[src/rtl/encoder_event.sv]
// Sequential 8-to-3 event encoder: rising edges on request lines are queued and
// served highest-index first through a valid/acknowledge handshake.
//
// state   | meaning
// IDLE    | no code presented; loads the highest pending index when enabled
// PRESENT | oData/oValid held until the consumer acknowledges
module encoder_event #(
    parameter int N  = 8,
    parameter int CW = 3
) (
    input  logic          iClk,
    input  logic          iRst_n,
    input  logic [N-1:0]  iData,
    input  logic [1:0]    iEna,
    input  logic          iAck,
    output logic [CW-1:0] oData,
    output logic          oValid,
    output logic          oOverrun,
    output logic [N-1:0]  oPending
);

    localparam logic [0:0] IDLE    = 1'b0;
    localparam logic [0:0] PRESENT = 1'b1;

    logic [0:0]    state;
    logic [N-1:0]  prevData;
    logic [N-1:0]  pending;
    logic [N-1:0]  rise;
    logic [N-1:0]  clr;
    logic [CW-1:0] hiIdx;
    logic          enabled;
    logic          loadNow;

    assign enabled  = (iEna == 2'b10);
    assign rise     = iData & ~prevData;
    assign loadNow  = (state == IDLE) && (pending != '0);
    assign oPending = pending;

    // Ascending scan so the last hit, the highest index, wins.
    always_comb begin
        hiIdx = '0;
        for (int i = 0; i < N; i++) begin
            if (pending[i]) hiIdx = CW'(i);
        end
    end

    assign clr = loadNow ? (N'(1) << hiIdx) : '0;

    // prevData keeps tracking during reset and disable so static-high lines never fire.
    always_ff @(posedge iClk) begin
        prevData <= iData;
        if (!iRst_n) begin
            state    <= IDLE;
            pending  <= '0;
            oData    <= '0;
            oValid   <= 1'b0;
            oOverrun <= 1'b0;
        end else if (!enabled) begin
            state    <= IDLE;
            pending  <= '0;
            oValid   <= 1'b0;
            oOverrun <= 1'b0;
        end else begin
            pending <= (pending & ~clr) | rise;
            if ((rise & pending & ~clr) != '0) oOverrun <= 1'b1;
            case (state)
                IDLE: begin
                    if (loadNow) begin
                        oData  <= hiIdx;
                        oValid <= 1'b1;
                        state  <= PRESENT;
                    end
                end
                PRESENT: begin
                    if (iAck) begin
                        oValid <= 1'b0;
                        state  <= IDLE;
                    end
                end
                default: state <= IDLE;
            endcase
        end
    end

endmodule

[config.mk]
export PLATFORM = sky130hd
export DESIGN_NAME = encoder_event
export DESIGN_NICKNAME = d
export VERILOG_FILES = /design/src/rtl/encoder_event.sv
export SDC_FILE = /design/constraint.sdc
export NUM_CORES = 1
export LEC_CHECK = 0
export CORE_MARGIN = 2
export CORE_UTILIZATION = 45
export DETAILED_ROUTE_END_ITERATION = 8
export PLACE_DENSITY = 0.76
export SLEW_MARGIN = 20
export SYNTH_ARGS = -nofsm -noshare
export SYNTH_HDL_FRONTEND = slang
export SYNTH_SLANG_ARGS = --single-unit
[constraint.sdc]
create_clock -name iClk -period 1.6 [get_ports iClk]
set_input_delay 0.32 -clock iClk [delete_from_list [all_inputs] [get_ports iClk]]
set_output_delay 0.32 -clock iClk [all_outputs]
set_load 0.05 [all_outputs]
## Word level (Yosys, flattened, before mapping)

Index checks and enable logic that the tools add are counted.

- Register bits: 22
- Latch bits: 0
- RAM bits: 0
- ROM bits: 0
- Bits of input ports: 13
- Word-level logic and storage cells: 38
- Memories: 0

- Add/subtract/negate cells: 0
- $mul: 0
- Divide/modulo/power cells: 0
- Order comparisons: 0
- Eq/ne operators: 3
- Shift-type cells: 1
- Multiplexer cells: 14
- Bitwise logic cells: 8
- Reduce and logical (&&, ||, !) cells: 6

Operators by type and width:

| operator | number |
|---|---|
| $and A8 B8 Y8 | 4 |
| $mux W3 | 6 |
| $not A8 Y8 | 2 |
| $reduce_bool A8 Y1 | 2 |
| $mux W8 | 1 |
| $or A8 B8 Y8 | 1 |
| $shl A1 B3 Y8 const A | 1 |
| $mux W1 | 5 |
| $ne A2 B2 Y1 const B | 2 |
| $pmux W1 S2 | 2 |
| $reduce_and A2 Y1 | 2 |
| $reduce_and A3 Y1 | 1 |
| $eq A2 B2 Y1 const B | 1 |
| $logic_and A1 B1 Y1 | 1 |
| $not A1 Y1 | 1 |

## Depth between registers and ports, before layout

- Depth after elaboration: 12
- Gate-level depth with buffers: 5
- Gate-level depth less buffers: 4

## Worst setup path before layout

No wires, ideal clock.

- Path type: reg2reg
- Start: register pending[6], in the netlist oPending[6]
- End: register oData[1]
- Library setup time: 0.116 ns
- Arrival time: 1.680 ns
- Required time: 1.484 ns
- Slack: -0.196 ns
- Cell stages (with the launch flop): 6
- Path buffers: 1
- Cell sequence: dfxtp_1 > buf_2 > nor4_2 > a2111oi_4 > o311ai_1 > o211a_1

- Longest elaborated chain between the ends: 3

RTL lines:

| element | RTL line | RTL |
|---|---|---|
| start, declared | 27 | `logic [N-1:0] pending;` |
| start signal, assigned | 64 | `pending <= (pending & ~clr) \| rise;` |
| $reduce_bool A8 Y1 | 36 | `assign loadNow = (state == IDLE) && (pending != '0);` |
| $logic_and A1 B1 Y1 | 36 |  |
| $reduce_and A3 Y1 (no source line) | n/a |  |
| end signal, assigned | 69 | `oData <= hiIdx;` |
| end, declared | 16 | `output logic [CW-1:0] oData,` |

Several ways; a longest one is shown, not always the timed one.
A chain may end at the register's enable or synchronous reset.

## Worst setup path after layout

Same ends and word-level chain as after synthesis.

==> results.json <==
{
  "outcome": "finished clean",
  "vias": 783,
  "drt-initial-drc-count": 12,
  "cts_setup_buffers": 0,
  "die-area_um2": 2390,
  "layout.nets": 140,
  "synth_top_area_share_pct": 48.6,
  "ant_nets": 0,
  "tns_ns": 0,
  "grt_pass1_wl_um": 3150,
  "synth_warnings": 0,
  "crit_path_end_kind": "flop",
  "fillers": 161,
  "post-place-ws_ns": 0.0120,
  "syn_inst": 94,
  "syn_to_final_growth_pct": 46.1,
  "htreeDepth": 1,
  "drv_cap": 0,
  "overflow": 0,
  "grt_pass1_vias": 713,
  "syn_nets": 107,
  "cts_tree": "done",
  "initial_core_util_pct": 47.1,
  "synthTopCellsByArea": "dfxtp_1, a21oi_1, nand2b_1, nor2_1, a2111oi_4",
  "routed_via_density": 5.12,
  "worstMarginPinSlew_ns": 0.436,
  "cellLeakagePower_nw": 0.528,
  "setup-violations-final": 0,
  "wire_per_inst_um": 12.4,
  "finClkSkew_ns": 0.00812,
  "root_buffer": "clkbuf_4",
  "syn_area_um2": 906,
  "place_congestion": 0.823,
  "ir_drop_uv": 465,
  "row_count": 16,
  "dp_hpwl_um": 1470,
  "synth_edf_count": 0,
  "setup_slack_ns": 0.118,
  "cts_max_path_buffers": 2,
  "hold_viol": 0,
  "top_level_ports": 26,
  "die_height_um": 48.9,
  "ff_latch_area_um2": 450,
  "yosysTopAreaCell": "dfxtp_1",
  "worst_ep_required_time_ns": 1.80,
  "antenna_found_initial": 0,
  "clkSinkCount": 22,
  "die_w_um": 48.9,
  "finalWirelength_um": 1900,
  "multi_input_area_um2": 427,
  "cp_max_fo": 10,
  "first_pass_iters": 4,
  "grt_max_degree": 13,
  "cp.arrival_ns": 1.68,
  "finalMaxSlewViolations": 0,
  "async_flop_share_pct": 0,
  "seq_area_frac_synth_pct": 48.6,
  "hold_path_class": "in2reg",
  "drc": 0,
  "fin_crit_ns": 1.48,
  "n_antenna_cell": 0,
  "maxSlewHeadroom_pct": 70.7,
  "synthFlopType": "dfxtp_1",
  "clock_latency_ns": 0.30,
  "powerDensity_nw_per_um2": 780,
  "rsz0062_at_grt": "false",
  "ys_types": 31,
  "synth-seq-cells": 22,
  "path_class": "reg2reg",
  "timing.critical_path.from_type": "flop",
  "clk_pin_slew_worst_paths_ns": 0.12,
  "cts_buffers": 3,
  "finalCritPeriodShare_pct": 92.6,
  "core_region_area_um2": 1920,
  "grt_usage_pct": 16.7,
  "drive_above_1_share_pct": 30.2,
  "max_freq_mhz": 675,
  "synth_area_per_cell_um2": 9.64,
  "numPortBuffers": 25
}
## path summary, 6_finish.rpt
| kind | from | to | slack [ns] | cells after the start |
|---|---|---|---|---|
| worst max register to register | oPending[6] | oData[1] | 0.12 | 5 |
| worst min register to register | oData[2] | oData[2] | 0.51 | 1 |
| worst min-delay path | iData[1] | prevData[1] | 0.47 | 1 |
| worst max-delay path | oPending[6] | oData[1] | 0.12 | 5 |
## Yosys cell counts (3+ instances only)
cell type / count
nor2b_1: 3
a21oi_1: 11
dfxtp_1: 22
nand2b_1: 7
inv_1: 5
nand2_1: 5
nor2_1: 8
nand3b_1: 3
## layout by cell type (no fill, tap or decap)
cell             count
a311oi_1             1
o41ai_2              1
a21oi_1             11
o21ai_1              2
clkbuf_4             3
nor3_2               1
o21bai_1             2
o31ai_1              1
dfxtp_1             14
dfxtp_2              8
buf_4               13
nand4b_1             1
o32ai_1              1
nor2b_1              3
o211a_1              2
nand3_1              2
nand3b_1             3
nand2_1              5
nor2_1               8
a2111oi_4            1
a21o_1               1
nor3b_1              1
clkbuf_8             1
nor3_1               1
o311ai_1             1
a211oi_1             1
nor4_1               1
inv_1                5
buf_12               7
clkdlybuf4s50_1     12
a31oi_1              2
nand2b_1             7
a2111oi_2            1
nor4_2               2
## critical path: stages (launching register included)
cell and delay (ns):
dfxtp_2 0.48, nor4_2 0.06, buf_4 0.15, a2111oi_4 0.37, o311ai_1 0.18, o211a_1 0.15
## report_power, final
| part | internal (mW) | switching [mW] |
|---|---|---|
| clock network | 0.139 | 0.162 |
| logic | 0.0762 | 0.0734 |
| registers | 0.567 | 0.0144 |
| total | 0.782 | 0.250 |
## logic make-up (layout without fill, tap and decap cells)
logic type             Yosys count  count (layout)  synth area share, %
AO/OA/AOI/OAI                   28              28                 23.8
AND/OR/NAND/NOR                 35              35                 22.8
flip-flops                      22              22                 48.6
buffers and inverters            9              41                 4.83
## through the flow
step	cell area (µm²)	total power [mW]	hold slack (ns)	util (%)	std cells
after global placement	1280	0.739	0.473	66.7	149
after floorplan	916	0.669	0.348	-	94
after global routing	1320	1.08	0.475	68.9	153
final	1320	1.03	0.474	68.9	153
after CTS	1320	1.04	0.471	68.6	153
after detailed placement	1280	0.743	0.489	66.7	149
## per-layer routing
metal / vias to the layer above / track usage [%] / wire length [µm]
li1: 402 / - / -
met1: 353 / 22.2 / 858
met2: 26 / 26.9 / 908
met5: - / 0 / 0
met4: 0 / 4.76 / 12
met3: 2 / 3.99 / 117
## flip-flops by register name, summed over array words and instances, names as in the netlist
name / cells
oOverrun: 1
state: 1
oData: 3
oValid: 1
oPending: 8
prevData: 8
## layout make-up
| type | count | area share [%] |
|---|---|---|
| Tap cell | 27 | 2.55 |
| Timing Repair Buffer | 32 | 27.0 |
| Multi-Input combinational cell | 63 | 32.2 |
| Sequential cell | 22 | 34.0 |
| Inverter | 5 | 1.42 |
| Clock buffer | 4 | 2.74 |
## what timing repair did
item	4_1_cts	5_1_grt
setup endpoints to repair	0	1
hold buffers	0	0
gates resized for setup	0	1
No activity file was read; power rests on OpenSTA's default activity.
